File: config.mk
export PLATFORM = sky130hd
export DESIGN_NAME = fb_swap_ctrl
export DESIGN_NICKNAME = d
export VERILOG_FILES = /design/src/rtl/fb_swap_pkg.sv /design/src/rtl/fb_addr_lut.sv /design/src/rtl/fb_swap_ctrl.sv
export SDC_FILE = /design/constraint.sdc
export NUM_CORES = 1
export LEC_CHECK = 0
export ABC_AREA = 1
export BUFFER_PORTS_ARGS = -buffer_cell sky130_fd_sc_hd__buf_2
export CAP_MARGIN = 30
export CORE_MARGIN = 5
export CORE_UTILIZATION = 50
export CTS_BUF_LIST = sky130_fd_sc_hd__clkbuf_2
export DETAILED_ROUTE_END_ITERATION = 8
export HOLD_SLACK_MARGIN = 0.1
export PLACE_DENSITY = 0.85
export SLEW_MARGIN = 20
export SYNTH_ARGS = -nofsm -noshare
export SYNTH_HDL_FRONTEND = slang
export SYNTH_SLANG_ARGS = --single-unit
File: constraint.sdc
create_clock -name clk -period 2.1 [get_ports clk]
set_input_delay 0 -clock clk [delete_from_list [all_inputs] [get_ports clk]]
set_output_delay 0 -clock clk [all_outputs]
set_load 0.05 [all_outputs]
File: src/rtl/fb_swap_pkg.sv
// Shared types for the framebuffer swap controller.
// Buffer count follows FB_TRIPLE_BUFFER_EN (3 when defined, else 2).
package fb_swap_pkg;

    typedef logic [1:0] fb_idx_t;

    typedef enum logic {
        RENDER  = 1'b0,
        PENDING = 1'b1
    } fb_state_t;

`ifdef FB_TRIPLE_BUFFER_EN
    localparam int FB_NUM_BUFS = 3;
`else
    localparam int FB_NUM_BUFS = 2;
`endif

endpackage

File: src/rtl/fb_addr_lut.sv
// Buffer index to DRAM byte address, from elaborated constants.
// Indices beyond the configured buffer count fall back to buffer 0.
module fb_addr_lut
    import fb_swap_pkg::*;
#(
    parameter logic [31:0] FB_BASE   = 32'h0010_0000,
    parameter logic [31:0] FB_STRIDE = 32'h000E_A600
) (
    input  fb_idx_t     i_idx,
    output logic [31:0] o_addr
);

    localparam logic [31:0] A0 = FB_BASE;
    localparam logic [31:0] A1 = FB_BASE + FB_STRIDE;
    localparam logic [31:0] A2 = FB_BASE + (FB_STRIDE << 1);

    // constant lookup, no multiplier
    always_comb begin
        o_addr = A0;
        unique case (i_idx)
            2'd1:    o_addr = A1;
            2'd2:    o_addr = (FB_NUM_BUFS > 2) ? A2 : A0;
            default: o_addr = A0;
        endcase
    end

endmodule

File: src/rtl/fb_swap_ctrl.sv
// Framebuffer swap controller: swaps commit only on frame-load pulses.
// Define FB_TRIPLE_BUFFER_EN for triple buffering (renderer never stalls).
module fb_swap_ctrl
    import fb_swap_pkg::*;
#(
    parameter logic [31:0] FB_BASE   = 32'h0010_0000,
    parameter logic [31:0] FB_STRIDE = 32'h000E_A600,
    parameter int          CNT_W     = 16
) (
    input  logic             clk,
    input  logic             rst,
    input  logic             start_new,
    input  logic             render_done,
    output logic [31:0]      fb_addr,
    output logic [31:0]      back_addr,
    output logic             back_valid,
    output logic             swap_done,
    output logic [CNT_W-1:0] frame_count,
    output logic [CNT_W-1:0] drop_count
);

    fb_state_t        r_state;
    fb_idx_t          r_front;
    fb_idx_t          r_back;
    fb_idx_t          r_pend;
    logic [31:0]      r_fb_addr;
    logic [31:0]      r_back_addr;
    logic             r_back_valid;
    logic             r_swap_done;
    logic [CNT_W-1:0] r_frame_cnt;
    logic [CNT_W-1:0] r_drop_cnt;

    fb_state_t        w_state;
    fb_idx_t          w_front;
    fb_idx_t          w_back;
    fb_idx_t          w_pend;
    fb_idx_t          w_fb_idx;
    logic             w_swap;
    logic             w_drop;
    logic [31:0]      w_fb_addr;
    logic [31:0]      w_back_addr;

`ifdef FB_TRIPLE_BUFFER_EN
    fb_idx_t          r_spare;
    fb_idx_t          w_spare;
`endif

    // start_new acts on pre-cycle state, then render_done on the result
    always_comb begin
        w_swap  = start_new && (r_state == PENDING);
        w_state = r_state;
        w_front = r_front;
        w_back  = r_back;
        w_pend  = r_pend;
        w_drop  = 1'b0;
`ifdef FB_TRIPLE_BUFFER_EN
        w_spare = r_spare;
`endif
        if (w_swap) begin
            w_front = r_pend;
            w_state = RENDER;
`ifdef FB_TRIPLE_BUFFER_EN
            w_spare = r_front;
`else
            w_back  = r_front;
`endif
        end
        if (render_done) begin
`ifdef FB_TRIPLE_BUFFER_EN
            w_pend = w_back;
            if (w_state == PENDING) begin
                w_back = r_pend;
                w_drop = 1'b1;
            end else begin
                w_back = w_spare;
            end
            w_state = PENDING;
`else
            if (w_state == PENDING) begin
                w_drop = 1'b1;
            end else begin
                w_pend  = w_back;
                w_state = PENDING;
            end
`endif
        end
        w_fb_idx = (w_state == PENDING) ? w_pend : w_front;
    end

    fb_addr_lut #(
        .FB_BASE   (FB_BASE),
        .FB_STRIDE (FB_STRIDE)
    ) u_fb_lut (
        .i_idx  (w_fb_idx),
        .o_addr (w_fb_addr)
    );

    fb_addr_lut #(
        .FB_BASE   (FB_BASE),
        .FB_STRIDE (FB_STRIDE)
    ) u_back_lut (
        .i_idx  (w_back),
        .o_addr (w_back_addr)
    );

    // swap FSM with registered outputs and wrapping counters
    always_ff @(posedge clk or posedge rst) begin
        if (rst) begin
            r_state      <= RENDER;
            r_front      <= 2'd0;
            r_back       <= 2'd1;
            r_pend       <= 2'd0;
            r_fb_addr    <= FB_BASE;
            r_back_addr  <= FB_BASE + FB_STRIDE;
            r_back_valid <= 1'b1;
            r_swap_done  <= 1'b0;
            r_frame_cnt  <= '0;
            r_drop_cnt   <= '0;
`ifdef FB_TRIPLE_BUFFER_EN
            r_spare      <= 2'd2;
`endif
        end else begin
            r_state      <= w_state;
            r_front      <= w_front;
            r_back       <= w_back;
            r_pend       <= w_pend;
            r_fb_addr    <= w_fb_addr;
            r_back_addr  <= w_back_addr;
`ifdef FB_TRIPLE_BUFFER_EN
            r_spare      <= w_spare;
            r_back_valid <= 1'b1;
`else
            r_back_valid <= (w_state == RENDER);
`endif
            r_swap_done  <= w_swap;
            r_frame_cnt  <= r_frame_cnt + {{(CNT_W-1){1'b0}}, start_new};
            r_drop_cnt   <= r_drop_cnt + {{(CNT_W-1){1'b0}}, w_drop};
        end
    end

    assign fb_addr     = r_fb_addr;
    assign back_addr   = r_back_addr;
    assign back_valid  = r_back_valid;
    assign swap_done   = r_swap_done;
    assign frame_count = r_frame_cnt;
    assign drop_count  = r_drop_cnt;

endmodule

== After elaboration in Yosys (flattened, before gate mapping) ==
Cells that the tools add are included.

* RAM bits: 0
* Flip-flop bits (word level): 105
* Word-level logic and storage cells: 27
* Memories: 0
* Latch bits: 0
* Memory bits (read-only): 0
* Output and inout port bits: 98

* Bitwise logic cells: 1
* Equal/unequal tests: 2
* Shift operators: 0
* Divide/modulo/power cells: 0
* Reduce and logical (&&, ||, !) cells: 1
* Add/subtract/negate cells: 2
* Multipliers: 0
* Multiplexer cells: 11
* Order comparisons: 0

{| class="wikitable"
|+ Operators by type and width
! operator !! count
|-
| two-way mux 20 bit || 2
|-
| adder 16 x 1 -> 16 bit || 2
|-
| two-way mux 2 bit || 5
|-
| equality test 2 x 1 -> 1 bit (second input constant) || 2
|-
| two-way mux 1 bit || 4
|-
| logical AND 1 bit || 1
|-
| NOT 1 bit || 1
|}

== Depth between registers and ports, before layout ==
* Depth in word-level cells: 7
* Depth in mapped cells: 11
* Gate-level depth less buffers: 11

== Modules after synthesis ==
Synthesis repeated with hierarchy kept, for this count alone.

* Cell total of the unflattened synthesis: 363
* Area, all modules: 4097.7 sq um

{| class="wikitable"
|+ Modules (own cells, without submodules)
! module !! cells an instance !! area an instance (sq um) !! times used
|-
| fb_swap_ctrl || 293 || 3597.2 || 1
|-
| fb_addr_lut || 35 || 250.2 || 2
|}

== Least setup slack after synthesis ==
OpenSTA, ideal clock, no wires.

* Path type: register to register
* Start: reg r_drop_cnt[0] (netlist: drop_count[0])
* End: reg r_drop_cnt[14] (netlist: drop_count[14])
* Arrival: 1.542 ns
* Setup time: 0.119 ns
* Path slack: 0.438 ns
* Data required time: 1.981 ns
* Cell stages (with the launch flop): 8
* Cell sequence: dfrtp_1 ha_1 ha_1 nand3_2 nor2_2 nand3_1 nand2_1 nand2_1

* Longest elaborated chain between the ends: 1

{| class="wikitable"
|+ RTL lines
! element !! RTL line !! RTL
|-
| from (decl) || fb_swap_ctrl.sv:31 || <nowiki>logic [CNT_W-1:0] r_drop_cnt;</nowiki>
|-
| from (signal assigned) || fb_swap_ctrl.sv:137 || <nowiki>r_drop_cnt <= r_drop_cnt + {{(CNT_W-1){1'b0}}, w_drop};</nowiki>
|-
| adder 16 x 1 -> 16 bit || fb_swap_ctrl.sv:137 ||
|}

No other way between the ends.

== Worst setup path after layout ==
* Start: reg r_state
* End: reg r_drop_cnt[14] (netlist: drop_count[14])

* Longest elaborated chain between the ends: 5

{| class="wikitable"
|+ RTL lines
! element !! RTL line !! RTL
|-
| from (decl) || fb_swap_ctrl.sv:22 || <nowiki>fb_state_t r_state;</nowiki>
|-
| from (signal assigned) || fb_swap_ctrl.sv:123 || <nowiki>r_state <= w_state;</nowiki>
|-
| logical AND 1 bit || fb_swap_ctrl.sv:50 || <nowiki>w_swap = start_new && (r_state == PENDING);</nowiki>
|-
| two-way mux 1 bit * || fb_swap_ctrl.sv:59 || <nowiki>if (w_swap) begin</nowiki>
|-
| two-way mux 1 bit * || fb_swap_ctrl.sv:79 || <nowiki>if (w_state == PENDING) begin</nowiki>
|-
| two-way mux 1 bit * || fb_swap_ctrl.sv:68 || <nowiki>if (render_done) begin</nowiki>
|-
| adder 16 x 1 -> 16 bit * || fb_swap_ctrl.sv:137 ||
|}

Every way passes the cells marked *; elsewhere a longest branch is shown, timed or not.

==> parameters.txt <==
Parameter                              Value

STA
  Pins Over Slew Limit    0
  Minimum clock period after layout    1700 ps
  Final setup skew    33.0 ps
  Hold Fails Final Rpt    0
  Share of the clock period used by the worst path    80.8%
  Setup TNS Final    0 ps
  Final setup viols    0
  Worst Tran Pin Value    529 ps
  Achievable frequency    589 MHz
  Unrepaired setup endpoints after global routing    no
  Final WS setup    404 ps
  Normalized max-slew margin    64.7%

Floorplanning
  Die span in x    79.7 um
  Cell Rows    25
  Core region area    4720 um^2
  Starting Density    51.5%
  Vert. Die Dim    79.7 um
  Full die area    6360 um^2
  Number of I/O pins    102

GRT
  Global-route usage over all layers    13.3%
  Pin count of the biggest net entering global routing    44
  Number of global-route vias before repair    1494
  Residual overflow from global routing    0
  Initial antenna violation count    0
  Wire length of the first global-routing pass    6640 um

Routing
  Routed via count    1661
  Remaining design rule violation count    0
  Number of antenna-violating nets in the routed design    0
  First-iteration detailed-routing DRC count    54
  WL/cell    10.7 um
  Vias per std cell    4.27
  Aggregate routed wire length    4150 um
  Detailed Routing Iterations Pass 1    4

Layout
  Fill count    426
  Antenna cell count    0
  Area overhead of the layout relative to synthesis    5.61%
  NumNets Final    330
  Final Non-Filler Cells    389
  FF/Latch Area    1080 um^2
  Multi-input logic area    958 um^2
  Ratio of cells with drive above 1 in the final layout    25.2%

Logic synthesis
  Post-synthesis instance area    2430 um^2
  Cells after Synth    273
  Unique cell type count in the Yosys netlist    23
  Biggest area contributors in the synthesized netlist    sky130_fd_sc_hd__dfrtp_1 41%, sky130_fd_sc_hd__buf_4 19%, sky130_fd_sc_hd__nand2_1 7.6%
  Yosys top cell area share    41.2%
  Warnings from Yosys    0
  Share of the yosys chip area belonging to registers    44.4%
  Total of flip-flops plus latches after synthesis    43
  Syn avg cell area    8.91 um^2
  Top cell type by total area after synthesis    sky130_fd_sc_hd__dfrtp_1

Run
  Reported max-cap violation count    0

Place
  Final GP Congestion    0.857
  Dpl hpwl    3280 um
  Number of cells after detailed placement    378
  Pre-CTS setup slack    427 ps
  IO buf count    51

Power
  Power per Cell Area    918 nW/um^2
  IR drop worst, VDD    700 uV
  Reported leakage power    0.00146 uW
  Power after layout    2360 uW

Clock network
  Inserted Clock Buffers    5
  Maximum buffer depth of the clock tree    2
  Clock tree from TritonCTS    built
  Deepest level of the CTS H-tree    2
  Number of clock sinks    43
  Clock edge transition at the registers on the reported setup and hold paths    250 ps
  Post-CTS Repair Setup Buffers    0
  Root buf cell    sky130_fd_sc_hd__clkbuf_2
  Later-pin clock latency in the skew report    430 ps

Worst setup path
  Arrival time at the worst endpoint    2030 ps
  Endpoint type of the worst setup path    flip-flop
  Peak fanout along the critical path    5
  Worst Path Class, Setup    flip-flop to flip-flop
  CP required    2430 ps
  Kind of start point of the critical path    flip-flop

Hold path
  Worst min-delay path class    primary input to asynchronous set/reset pin

Outcome
  Status    complete, no violations
cells in the mapped netlist (all sizes together):
cell / n
xnor2: 7
o21ai: 2
nor3b: 1
nand2: 54
nand4: 5
buf: 62
nor2: 23
nand3: 19
ha: 5
xor2: 15
conb: 2
a21oi: 2
dfrtp: 40
nor3: 4
dfstp: 3
inv: 29
area by class of cell:
| cell class | count | share of cell area (%) |
|---|---|---|
| sequential | 43 | 42.0 |
| multi-input combinational | 187 | 37.3 |
| timing repair buffer | 55 | 11.4 |
| inverter | 29 | 4.24 |
| tap | 67 | 3.26 |
| clock buffer | 5 | 0.974 |
| clock inverter | 3 | 0.779 |
critical path, stage by stage (launching register included):
cell                      delay, ps
sky130_fd_sc_hd__dfrtp_1        470
sky130_fd_sc_hd__nand2_1        110
sky130_fd_sc_hd__nor2_1         140
sky130_fd_sc_hd__ha_1           200
sky130_fd_sc_hd__ha_1           210
sky130_fd_sc_hd__nand3_2        140
sky130_fd_sc_hd__nor2_2         160
sky130_fd_sc_hd__nand3_1         90
sky130_fd_sc_hd__nand2_1         70
sky130_fd_sc_hd__nand2_1         40
worst paths after layout:
path                                     start         endpoint  slack (ps)  cells past startpoint
worst min register to register  frame_count[0]   frame_count[0]         520                      1
min in group clk                     start_new    back_addr[18]         420                      4
max in group asynchronous                  rst       back_valid        1490                      4
worst max-delay path                   r_state   drop_count[14]         400                      9
worst min-delay path                       rst  frame_count[13]         200                      4
worst max register to register         r_state   drop_count[14]         400                      9
registers in the layout, indices dropped and copies added, names as in the netlist:
signal and count:
back_addr 1, back_valid 1, drop_count 16, fb_addr 1, frame_count 16, r_back 2, r_front 2, r_pend 2
r_state 1, swap_done 1
stage by stage:
stage          hold WS [ps]  cell area, um^2  util, %
2_1_floorplan           128             2610        -
3_3_place_gp            156             2490     52.8
3_5_place_dp            169             2490     52.8
4_1_cts                 200             2570     54.4
5_1_grt                 231             2570     54.4
6_report                199             2570     54.4
report_power, final:
part           internal [uW]  leakage, uW  switching [uW]
combinational            160     0.000906             769
sequential               943     0.000527             123
clock                   78.7    0.0000250             284
logic make-up (layout without fill, tap and decap cells):
kind of cell / Yosys count / after routing / synth area share [%]
flops: 43 / 43 / 44.4
compound gates: 4 / 4 / 0.823
buf+inv: 91 / 92 / 23.6
fa+ha+maj: 5 / 5 / 2.57
xor+xnor: 22 / 22 / 7.92
other cells: 2 / 50 / 0.309
simple gates: 106 / 106 / 20.4
per-layer routing:
metal | global-route usage (%) | share of wire, % | wire, um | vias up
met1 | 16.2 | 41 | 1710 | 761
met3 | 4.06 | 11 | 437 | 7
met5 | 0 | 0 | 0 | -
li1 | - | - | - | 819
met2 | 21.7 | 47 | 1940 | 74
met4 | 5.74 | 1.5 | 64 | 0
what timing repair did:
action                                  CTS  global route
gates resized for setup                   0             0
hold buffers                              3             0
hold endpoints to repair                 57             0
endpoints found under the setup margin    0             0
layout by cell type (no fill, tap or decap), types with 5 or more instances in the layout:
cell                        n
sky130_fd_sc_hd__nor2_1    15
sky130_fd_sc_hd__dfrtp_1   40
sky130_fd_sc_hd__inv_1     27
sky130_fd_sc_hd__xor2_1    15
sky130_fd_sc_hd__nand2_1   49
sky130_fd_sc_hd__clkbuf_2   5
sky130_fd_sc_hd__nand4_1    5
sky130_fd_sc_hd__nor2_2     7
sky130_fd_sc_hd__ha_1       5
sky130_fd_sc_hd__conb_1    50
sky130_fd_sc_hd__nand2_2    5
sky130_fd_sc_hd__xnor2_1    7
sky130_fd_sc_hd__nand3_1   18
sky130_fd_sc_hd__buf_2     51
Power figures use the tool's default switching activity.
